$ cat src/rtl/tlc_pkg.sv
// tlc_pkg: phase encoding, lamp codes and counter width shared by the traffic light controller
package tlc_pkg;
  localparam int CNT_W = 8;
  localparam logic [2:0] LAMP_RED    = 3'b100;
  localparam logic [2:0] LAMP_YELLOW = 3'b010;
  localparam logic [2:0] LAMP_GREEN  = 3'b001;
  typedef enum logic [2:0] {
    NS_GREEN  = 3'd0,
    NS_YELLOW = 3'd1,
    ALL_RED_1 = 3'd2,
    EW_GREEN  = 3'd3,
    EW_YELLOW = 3'd4,
    ALL_RED_2 = 3'd5
  } phase_e;
  function automatic logic [CNT_W-1:0] len_m1(int p);
    return (p <= 1) ? '0 : CNT_W'(p - 1);
  endfunction
endpackage

$ cat src/rtl/tlc_phase_timer.sv
// tlc_phase_timer: loadable 8-bit phase down-counter with zero flag
import tlc_pkg::*;
module tlc_phase_timer #(
  parameter logic [CNT_W-1:0] RST_VAL = '0
) (
  input  logic             clk,
  input  logic             rst,
  input  logic             load_i,
  input  logic [CNT_W-1:0] load_val_i,
  output logic             zero_o
);
  logic [CNT_W-1:0] count_q, count_d;
  always_comb count_d = load_i ? load_val_i : (count_q != '0) ? count_q - 1'b1 : count_q;
  always_ff @(posedge clk or negedge rst)
    if (!rst) count_q <= RST_VAL;
    else      count_q <= count_d;
  assign zero_o = (count_q == '0);
endmodule

$ cat src/rtl/traffic_light_controller.sv
// traffic_light_controller: fixed-time two-way Moore FSM; TLC_ALL_RED_EN adds all-red clearance phases
import tlc_pkg::*;
module traffic_light_controller #(
  parameter int GREEN_CYCLES  = 5,
  parameter int YELLOW_CYCLES = 2,
  parameter int ALLRED_CYCLES = 1
) (
  input  logic       clk,
  input  logic       rst,
  output logic [2:0] ns,
  output logic [2:0] ew
);
  localparam logic [CNT_W-1:0] G_M1 = len_m1(GREEN_CYCLES);
  localparam logic [CNT_W-1:0] Y_M1 = len_m1(YELLOW_CYCLES);
  localparam logic [CNT_W-1:0] A_M1 = len_m1(ALLRED_CYCLES);
`ifdef TLC_ALL_RED_EN
  localparam phase_e AFTER_NS_Y = ALL_RED_1;
  localparam phase_e AFTER_EW_Y = ALL_RED_2;
`else
  localparam phase_e AFTER_NS_Y = EW_GREEN;
  localparam phase_e AFTER_EW_Y = NS_GREEN;
`endif
  phase_e state_q, state_d;
  logic zero, load;
  logic [CNT_W-1:0] load_val;
  tlc_phase_timer #(.RST_VAL(G_M1)) u_timer (
    .clk       (clk),
    .rst       (rst),
    .load_i    (load),
    .load_val_i(load_val),
    .zero_o    (zero)
  );
  always_ff @(posedge clk or negedge rst)
    if (!rst) state_q <= NS_GREEN;
    else      state_q <= state_d;
  always_comb begin
    state_d = NS_GREEN;
    case (state_q)
      NS_GREEN:  state_d = zero ? NS_YELLOW  : NS_GREEN;
      NS_YELLOW: state_d = zero ? AFTER_NS_Y : NS_YELLOW;
      ALL_RED_1: state_d = zero ? EW_GREEN   : ALL_RED_1;
      EW_GREEN:  state_d = zero ? EW_YELLOW  : EW_GREEN;
      EW_YELLOW: state_d = zero ? AFTER_EW_Y : EW_YELLOW;
      ALL_RED_2: state_d = zero ? NS_GREEN   : ALL_RED_2;
      default:   state_d = NS_GREEN;
    endcase
  end
  // every phase change, including recovery from an illegal encoding, reloads the timer
  assign load = (state_d != state_q);
  always_comb begin
    load_val = G_M1;
    case (state_d)
      NS_YELLOW, EW_YELLOW: load_val = Y_M1;
      ALL_RED_1, ALL_RED_2: load_val = A_M1;
      default:              load_val = G_M1;
    endcase
  end
  always_comb begin
    ns = LAMP_RED;
    ew = LAMP_RED;
    case (state_q)
      NS_GREEN:  ns = LAMP_GREEN;
      NS_YELLOW: ns = LAMP_YELLOW;
      EW_GREEN:  ew = LAMP_GREEN;
      EW_YELLOW: ew = LAMP_YELLOW;
      default:   ns = LAMP_RED;
    endcase
  end
endmodule

$ cat config.mk
export PLATFORM = sky130hd
export DESIGN_NAME = traffic_light_controller
export DESIGN_NICKNAME = d
export VERILOG_FILES = /design/src/rtl/tlc_pkg.sv /design/src/rtl/tlc_phase_timer.sv /design/src/rtl/traffic_light_controller.sv
export SDC_FILE = /design/constraint.sdc
export NUM_CORES = 1
export LEC_CHECK = 0
export CORE_MARGIN = 2
export CORE_UTILIZATION = 29
export CTS_CLUSTER_SIZE = 20
export DETAILED_ROUTE_END_ITERATION = 10
export DONT_BUFFER_PORTS = 1
export GPL_TIMING_DRIVEN = 0
export SYNTH_ARGS = -nofsm -noshare
export SYNTH_HDL_FRONTEND = slang
export SYNTH_SLANG_ARGS = --single-unit
$ cat constraint.sdc
create_clock -name clk -period 2.3 [get_ports clk]
set_input_delay 0.46 -clock clk [delete_from_list [all_inputs] [get_ports clk]]
set_output_delay 0.46 -clock clk [all_outputs]
set_load 0.02 [all_outputs]
==> out/qor.yml <==
yosys:
  syn-num-nets: 72
  synth_largest_area_cell: "dfrtp_1"
  synth_area_leaders: "dfrtp_1 40%, dfstp_2 4.2%, nor2_1 4.2%"
  syn_area_um2: 633.1
  ys_ff_latch: 11
  avgSynthCellArea_um2: 9.310
  synthCells: 68
  yosys_warnings: 0
  ys_seq_area_share_pct: 43.68
  yosys.area.top_type_share_pct: 39.53
  synth_cell_types: 31
timing:
  fin_setup_tns_ps: 0
  rsz0062_at_grt: "false"
  max_freq_ghz: 0.4824
  post-route-min-period_ps: 2073
  slew_viol_final: 0
  finalHoldViolations: 0
  period_share_pct: 90.13
  max_slew_margin_pct: 50.76
  setup_violations: 0
  setup_ws_ps: 227.1
  skew_ps: 6.135
  worst_pin_slew_ps: 733.0
global_routing:
  grt_start_max_net_pins: 11
  met2_usage_pct: 16.89
  grt_usage_pct: 12.12
  grt.overflow.total: 0
  grt_util_met1_pct: 16.15
  met3_usage_pct: 2.083
  grt_most_used_layer: "met2"
  first_global_vias: 523
  antenna_found_initial: 0
  grt_pass1_wl_um: 2263
cts:
  clockBufferDepth: 2
  cts_sinks: 11
  cts-root-buf: "clkbuf_4"
  cts_buffers: 3
  clkTransAtPathRegs_ps: 70
  cts_resized: 0
  cts_setup_buffers: 0
  h-tree-depth: 1
  cts_tree: "done"
  worst_skew_pair.late_latency_ps: 270
routing:
  viasPerCell: 5.050
  drtPass1Iterations: 4
  first_iter_violations: 5
  routedWlPerCell_um: 12.37
  vias: 505
  drt-total-wl_um: 1237
  ant_nets: 0
  route.detailed.drc: 0
floorplanning:
  die-area_um2: 2573
  core_um2: 2002
  io_pins: 8
  initial_core_util_pct: 31.62
  die-width_um: 50.73
  die_h_um: 50.73
  fp-row-count: 16
worst_setup_path:
  cp_max_fo: 10
  arrival_ps: 1610
  end_kind: "primary output"
  crit_required_ps: 1840
  worst_setup_path_start_kind: "register"
  crit_type: "reg2out"
placed_design:
  dp_worst_setup_slack_ps: 428.4
  hpwlAfterDp_um: 878.1
  numPortBuffers: 0
  place.gp.congestion: 0.8060
finish:
  area_growth_pct: 11.07
  fillers: 219
  final_common_cell: "dfrtp_1"
  antenna_cells: 0
  mostFrequentLayoutCells: "10 x dfrtp_1, 7 x nor2_1, 4 x inv_1, 4 x nor3_1"
  final_nets: 78
  drive_gt1_share_pct: 9.589
min_path:
  hp-class: "in2async"
power_and_ir_drop:
  leakagePower_nw: 0.3523
  powerDensity_nw_per_um2: 473.3
  ir_worst_vdd_mv: 0.1514
status:
  outcome: "finished, final reports clean"
flow_run:
  maxCapViolCount: 0
[area by class of cell]
type | count | area [um^2] | area share (%)
Timing Repair Buffer | 1 | 10.01 | 1.423
Sequential cell | 11 | 276.5 | 39.32
Multi-Input combinational cell | 51 | 334.1 | 47.51
Inverter | 4 | 15.01 | 2.135
Buffer | 2 | 7.507 | 1.068
Clock buffer | 4 | 26.28 | 3.737
Tap cell | 27 | 33.78 | 4.804
[routing by layer]
| metal | vias to the layer above | routed length (um) | part of all wire [%] |
|---|---|---|---|
| li1 | 252 | - | - |
| met1 | 240 | 580 | 47 |
| met2 | 10 | 583 | 47 |
| met3 | 3 | 45 | 3.6 |
| met4 | 0 | 29 | 2.3 |
| met5 | - | 0 | 0 |
[through the flow]
stage	instance area [um^2]	cells	util (%)	total power, mW	hold WS (ps)
detailed placement	666.9	95	33.31	0.1971	164.7
CTS	703.2	100	35.13	0.3360	15.51
global placement	666.9	95	33.31	0.1971	164.7
finish	703.2	100	35.13	0.3328	19.32
global route	703.2	100	35.13	0.3486	0.9357
floorplan	633.1	68	-	0.1971	164.4
[cell usage after synthesis]
master,count
or3b_2,1
mux2i_1,1
xnor2_1,2
nor3_1,4
or2_2,1
xor2_1,2
a221o_1,1
nor4_1,1
nand2_1,3
dfstp_2,1
nor2_1,7
a21boi_1,1
or4_4,1
dfrtp_1,10
o31ai_1,1
o21ai_0,3
nand2b_1,2
or3_1,2
and3b_1,1
nand3_1,3
nor2b_1,1
inv_1,4
o32a_1,1
clkbuf_1,2
o21ai_1,1
a221oi_1,1
or4_1,3
ha_1,2
a21oi_1,2
a21o_1,1
nor3b_1,2
[power breakdown]
group	switching (mW)	internal, mW	leakage (nW)
Sequential	0	0.193	0.142
Clock	0.0677	0.0672	0.0150
Combinational	0.00340	0.00116	0.195
[path summary, 6_finish.rpt]
kind / start / to / cells after the start / slack [ps]
worst min-delay path: rst / u_timer.count_q[2] / 0 / 20
max in group asynchronous: rst / u_timer.count_q[4] / 1 / 1400
min in group clk: u_timer.count_q[5] / u_timer.count_q[5] / 2 / 600
worst max-delay path: state_q[1] / ew[2] / 4 / 230
worst max register to register: u_timer.count_q[0] / u_timer.count_q[2] / 5 / 440
worst min register to register: u_timer.count_q[5] / u_timer.count_q[5] / 2 / 600
[cell families after synthesis]
family                   count (synthesis)  share of synthesized area (%)
AND/OR/NAND/NOR                         32                          28.85
AO/OA/AOI/OAI                           12                          12.85
flip-flops                              11                          43.68
buffers and inverters                    6                          3.557
XOR/XNOR                                 4                          5.535
adder cells (fa/ha/maj)                  2                          3.952
multiplexers                             1                          1.581
[flip-flops by register name (all words and copies together), names as in the netlist]
register / flops
state_q: 3
u_timer.count_q: 8
[repair_timing]
| item | in CTS | in global routing |
|---|---|---|
| hold buffers | 1 | 0 |
| endpoints found under the hold margin | 10 | 0 |
| endpoints found under the setup margin | 0 | 0 |
[worst max-delay path, stage by stage (launching register included)]
cell and delay [ps]:
dfrtp_1 360, clkbuf_1 200, nand2b_1 210, nor2_1 360, nor2_1 210
No activity file was read; power rests on OpenSTA's default activity.
